### config.mk
export PLATFORM = sky130hd
export DESIGN_NAME = vscale_hasti_rr_arbiter
export DESIGN_NICKNAME = d
export VERILOG_FILES = /design/src/rtl/vscale_hasti_rr_arbiter.sv
export SDC_FILE = /design/constraint.sdc
export NUM_CORES = 1
export LEC_CHECK = 0
export BUFFER_PORTS_ARGS = -buffer_cell sky130_fd_sc_hd__buf_4
export CAP_MARGIN = 20
export CORE_AREA = 5 5 129 131
export DETAILED_ROUTE_END_ITERATION = 10
export DIE_AREA = 0 0 134 136
export GPL_TIMING_DRIVEN = 1
export SYNTH_ARGS = -nofsm -noshare
export SYNTH_HDL_FRONTEND = slang
export SYNTH_SLANG_ARGS = --single-unit
export TNS_END_PERCENT = 30
### constraint.sdc
create_clock -name clk -period 1.4 [get_ports clk]
set_clock_uncertainty 0.15 [all_clocks]
set_input_delay 0.07 -clock clk [delete_from_list [all_inputs] [get_ports clk]]
set_output_delay 0.07 -clock clk [all_outputs]
set_load 0.02 [all_outputs]
### src/rtl/vscale_hasti_rr_arbiter.sv
// vscale_hasti_rr_arbiter: shares one HASTI dmem port among NUM_CORES masters (round-robin, fixed or external grant)
module vscale_hasti_rr_arbiter #(
  parameter int NUM_CORES = 2,
  parameter int ARB_MODE = 0,
  parameter int CORE_IDX_WIDTH = $clog2(NUM_CORES)
) (
  input  logic                        clk,
  input  logic                        reset,
  input  logic [NUM_CORES*32-1:0]     core_haddr,
  input  logic [NUM_CORES-1:0]        core_hwrite,
  input  logic [NUM_CORES*3-1:0]      core_hsize,
  input  logic [NUM_CORES*3-1:0]      core_hburst,
  input  logic [NUM_CORES-1:0]        core_hmastlock,
  input  logic [NUM_CORES*4-1:0]      core_hprot,
  input  logic [NUM_CORES*2-1:0]      core_htrans,
  input  logic [NUM_CORES*32-1:0]     core_hwdata,
  output logic [NUM_CORES*32-1:0]     core_hrdata,
  output logic [NUM_CORES-1:0]        core_hready,
  output logic [NUM_CORES-1:0]        core_hresp,
  output logic [31:0]                 dmem_haddr,
  output logic                        dmem_hwrite,
  output logic [2:0]                  dmem_hsize,
  output logic [2:0]                  dmem_hburst,
  output logic                        dmem_hmastlock,
  output logic [3:0]                  dmem_hprot,
  output logic [1:0]                  dmem_htrans,
  output logic [31:0]                 dmem_hwdata,
  input  logic [31:0]                 dmem_hrdata,
  input  logic                        dmem_hready,
  input  logic                        dmem_hresp,
  input  logic [CORE_IDX_WIDTH-1:0]   next_core,
  output logic [CORE_IDX_WIDTH-1:0]   owner,
  output logic [CORE_IDX_WIDTH-1:0]   data_core,
  output logic                        data_valid
);
  localparam logic [1:0] IDLE = 2'b00;
  localparam logic [1:0] SEQ = 2'b11;
  logic [NUM_CORES-1:0] req;
  logic [CORE_IDX_WIDTH-1:0] winner;
  logic lock;
  assign dmem_haddr = core_haddr[int'(owner)*32 +: 32];
  assign dmem_hwrite = core_hwrite[owner];
  assign dmem_hsize = core_hsize[int'(owner)*3 +: 3];
  assign dmem_hburst = core_hburst[int'(owner)*3 +: 3];
  assign dmem_hmastlock = core_hmastlock[owner];
  assign dmem_hprot = core_hprot[int'(owner)*4 +: 4];
  assign dmem_htrans = core_htrans[int'(owner)*2 +: 2];
  assign dmem_hwdata = core_hwdata[int'(data_core)*32 +: 32];
  assign core_hrdata = {NUM_CORES{dmem_hrdata}};
  assign lock = (dmem_hmastlock && dmem_htrans != IDLE) || dmem_htrans == SEQ;
  always_comb begin
    req = '0;
    for (int i = 0; i < NUM_CORES; i++) req[i] = core_htrans[i*2 +: 2] != IDLE;
  end
  always_comb begin
    winner = owner;
    if (ARB_MODE == 2) winner = (int'(next_core) < NUM_CORES) ? next_core : owner;
    else if (ARB_MODE == 1) begin
      for (int i = NUM_CORES - 1; i >= 0; i--) if (req[i]) winner = CORE_IDX_WIDTH'(i);
    end else begin
      for (int k = NUM_CORES; k >= 1; k--)
        if (req[(int'(owner) + k) % NUM_CORES]) winner = CORE_IDX_WIDTH'((int'(owner) + k) % NUM_CORES);
    end
  end
  always_comb begin
    core_hready = '0;
    core_hresp = '0;
    for (int i = 0; i < NUM_CORES; i++) begin
      core_hready[i] = (CORE_IDX_WIDTH'(i) == owner || (data_valid && CORE_IDX_WIDTH'(i) == data_core)) ? dmem_hready : !req[i];
      core_hresp[i] = (data_valid && CORE_IDX_WIDTH'(i) == data_core) ? dmem_hresp : 1'b0;
    end
  end
  always_ff @(posedge clk or posedge reset) begin
    if (reset) begin
      owner <= '0;
      data_core <= '0;
      data_valid <= 1'b0;
    end else if (dmem_hready) begin
      data_valid <= dmem_htrans != IDLE;
      data_core <= owner;
      if (!lock) owner <= winner;
    end
  end
endmodule

-- Word level (Yosys, flattened, before mapping)
Index checks and enable logic that the tools add are counted.
- add/subtract/negate cells: 2
- multiply operators: 1
- order comparisons: 3
- equal/unequal tests: 1
- shifts and indexed selects: 6
- multiplexer cells: 16
- bitwise gates (word level): 5
- reductions and logical operators: 13
- operators with widths (cell ; number):
    variable part select 64 x 7 -> 32 bit ; 2
    variable part select 6 x 32 -> 3 bit ; 1
    two-way mux 1 bit ; 16
    nonzero test 2 bit ; 4
    variable part select 8 x 4 -> 4 bit ; 1
    less-than comparator 2 x 3 -> 1 bit, second input constant ; 2
    variable part select 6 x 4 -> 3 bit ; 1
    variable part select 4 x 3 -> 2 bit ; 1
    logical AND 1 bit ; 3
    logical OR 1 bit ; 3
    multiplier 1 x 2 -> 3 bit, second input constant ; 1
    NOT 1 bit ; 3
    AND reduction 3 bit ; 1
    adder 1 bit, second input constant ; 2
    AND 1 bit, first input constant ; 2
    == test 2 bit, second input constant ; 1
    logical NOT 1 bit ; 2
    less-than comparator 1 x 2 -> 1 bit, second input constant ; 1
- register bits after elaboration: 3
- input bits: 193
- output and inout port bits: 149
- logic and storage cells: 50

-- Depth between registers and ports, before layout
- depth in word-level cells: 7
- mapped depth: 5

-- Worst setup path before layout
OpenSTA, ideal clock, no wires.
- path type: register to output
- from: reg owner
- to: out core_hready[1]
- arrival time: 1.436 ns
- data required time: 1.180 ns
- setup slack: -0.256 ns
- cell stages (with the launch flop): 5
- path buffers: 2
- path through: dfrtp_1 > buf_6 > buf_6 > a21o_1 > o31ai_1
- cells in the longest elaborated chain, start to end: 2
- ends and longest elaborated chain (item ; line ; text):
    from (decl) ; 32 ; output logic [CORE_IDX_WIDTH-1:0] owner,
    from (signal assigned) ; 81 ; if (!lock) owner <= winner;
    logical OR 1 bit ; 69 ; core_hready[i] = (CORE_IDX_WIDTH'(i) == owner || (data_valid && CORE_IDX_WIDTH'(i) == data_core)) ? dmem_hread ...
    two-way mux 1 bit ; 69 ;
    to (decl) ; 18 ; output logic [NUM_CORES-1:0] core_hready,
Every way passes these cells.

-- Worst setup path after layout
- from: reg owner
- to: out dmem_haddr[3]
- cells in the longest elaborated chain, start to end: 1
- ends and longest elaborated chain (item ; line ; text):
    variable part select 64 x 7 -> 32 bit ; 41 ; assign dmem_haddr = core_haddr[int'(owner)*32 +: 32];
    to (decl) ; 20 ; output logic [31:0] dmem_haddr,
Every way passes these cells.

==> impl_metrics.ini <==
[floorplanning]
die_w_um = 134
fp.coreArea_um2 = 15480
start_util_pct = 10.64
ios = 342
die_height_um = 136
row_count = 46
dieArea_um2 = 18220

[cts]
cts_buffer_depth = 2
cts_made_buffers = 3
post-cts-setup-buffers = 0
clk_pin_slew_worst_paths_ns = 0.03
ctsHtreeMaxLevel = 1
cts_tree = yes
cts_num_sinks = 3
insertion_delay_ns = 0.22
root_buffer = clkbuf_16

[cells_and_area]
drive_gt1_share_pct = 87.56
fin_cells = 586
syn_to_final_growth_pct = 133.3
post-route-util_pct = 24.83
final_net_count = 588
design_area_um2 = 3844
diodes = 0

[yosys]
syn_area_per_cell_um2 = 9.363
synthDistinctLibCells = 15
postSynthCellCount = 176
synth_fp_nets = 369
yosys_warnings = 0
netlist_area_um2 = 1648
ys_ff_latch = 3
synth_seq_area_share_pct = 4.556

[setup_path]
cp-start-kind = flop
path_class = reg -> out
cp-startpoint = owner$_DFFE_PP0P_
max_stage_delay_ns = 0.41
reg2reg_from = owner$_DFFE_PP0P_
critPathMaxFanout = 29
cp_cell_sequence = buf_12, mux2_2, buf_4
arrival_ns = 1.38
cp-end-kind = output port
cp_slowest_cell = dfrtp_2
cp.required_ns = 1.18

[timing]
setup_slack_ns = -0.2032
timing.fmax_ghz = 0.6238
period_minus_slack_ns = 1.603
finalMaxSlewViolations = 0
fin_crit_sh_pct = 114.5
rsz0062_at_grt = yes
setup_violations = 80
max_slew_margin_pct = 69.99
hold_viol = 0
fin_setup_tns_ns = -12.99
tightest_slew_ns = 0.4487

[placed_design]
gp_congestion = 0.6919
dp_hpwl_mm = 7.417
dpl_cell_area_um2 = 3261
io_buffers = 244
dp.cells = 548

[grt]
antenna_found_initial = 0
globalRouteTotalUtil_pct = 8.201
grt_max_degree = 30
grt_pass1_wl_mm = 11.92
overflow = 0
first_global_vias = 2297

[route]
wl_met3_mm = 1.090
drt-vias-per-instance = 3.597
drt-initial-drc-count = 16
route.met2.wl_mm = 4.722
drc_errors = 0
wl_met1_mm = 2.819
drt-total-wl_mm = 8.755
routedWlPerCell_um = 14.94
vias = 2108
ant_nets = 0
first_pass_iters = 4
highest_layer = met4

[power]
power.total_uw = 3815
ir_drop_v = 0.0005470
leakage_uw = 0.001897
cellPowerDensity_nw_per_um2 = 992.4

[status]
run_status = finished with violations
violations = setup timing

[job]
max_cap_viol_count = 0

[min_path]
hold_path_startpoint = core_htrans[1]
hold_path_class = in -> reg
logic make-up after synthesis:
kind of cell,after synthesis,share of synthesized area (%)
multiplexers,80,54.67
buffers and inverters,76,34.62
AO/OA/AOI/OAI,10,4.101
AND/OR/NAND/NOR,6,1.367
flip-flops,3,4.556
adder cells (fa/ha/maj),1,0.6833
cell type report:
class | instances | area [um2]
multi-input cells | 97 | 1089
well taps | 192 | 240.2
clock buffers | 4 | 78.83
inverters | 2 | 7.507
flip-flops and latches | 3 | 77.57
repair buffers | 288 | 2351
fillers | 1621 | 11640
critical path, delay by kind of cell (launching register included):
family                 cells  cell delay (ns)
buffers and inverters      2             0.36
multiplexers               1             0.37
flip-flops                 1             0.41
registers in the layout, indices dropped and copies added (netlist names):
name,cells
owner,1
data_core,1
data_valid,1
routing by layer:
metal	global-route usage, %	vias up
met5	0	-
met4	2.400	0
met3	3.331	8
met2	15.55	178
met1	8.218	937
li1	-	985
path summary, 6_finish.rpt:
path                                          end  slack, ns  cells past startpoint
hold / removal                  owner$_DFFE_PP0P_       0.06                      3
setup / recovery                    dmem_haddr[3]      -0.20                      3
hold reg to reg            data_valid$_DFFE_PP0P_       0.53                      2
max in group asynchronous   data_core$_DFFE_PP0P_       0.80                      3
min in group asynchronous  data_valid$_DFFE_PP0P_       0.15                      3
setup reg to reg           data_valid$_DFFE_PP0P_       0.09                      4
through the flow:
stage          hold slack [ns]  setup WS [ns]
2_1_floorplan          -0.3264      -0.008790
3_3_place_gp           -0.1724        0.01157
3_5_place_dp           -0.1701       0.008830
4_1_cts                0.05972        -0.2142
5_1_grt                0.08494        -0.2503
6_report               0.06280        -0.2032
where the power goes:
part / internal [uW] / leakage (uW) / switching [uW]
Clock: 376 / 0.0000382 / 78.9
Sequential: 115 / 0.0000330 / 43.5
Combinational: 1700 / 0.00183 / 1500
placed cells by master, fill, tap and decap left out, drive strengths merged:
cell type / instances
dlygate4sd3: 34
maj3: 1
nor2: 3
inv: 2
buf: 254
a21o: 1
o21ai: 3
o31ai: 1
dfrtp: 3
a21boi: 1
nand2: 3
clkbuf: 4
a21oi: 1
o21a: 1
mux2: 80
o22a: 2
cell usage after synthesis:
library cell | count | area [um2]
a21boi_0 | 1 | 7.510
a21o_1 | 1 | 7.510
a21oi_1 | 1 | 5.000
buf_4 | 72 | 540.5
buf_6 | 2 | 22.52
dfrtp_1 | 3 | 75.07
inv_1 | 2 | 7.510
maj3_2 | 1 | 11.26
mux2_2 | 80 | 900.9
nand2_1 | 3 | 11.26
nor2_1 | 3 | 11.26
o21a_1 | 1 | 7.510
o21ai_0 | 3 | 15.01
o22a_1 | 2 | 17.52
o31ai_1 | 1 | 7.510
repair_timing:
action | CTS | global route
hold buffers | 34 | 0
setup endpoints to repair | 80 | 83
gates cloned | 0 | 0
hold endpoints to repair | 69 | 0
pin swaps | 2 | 1
gates resized for setup | 38 | 8
No activity file was read; power rests on OpenSTA's default activity.
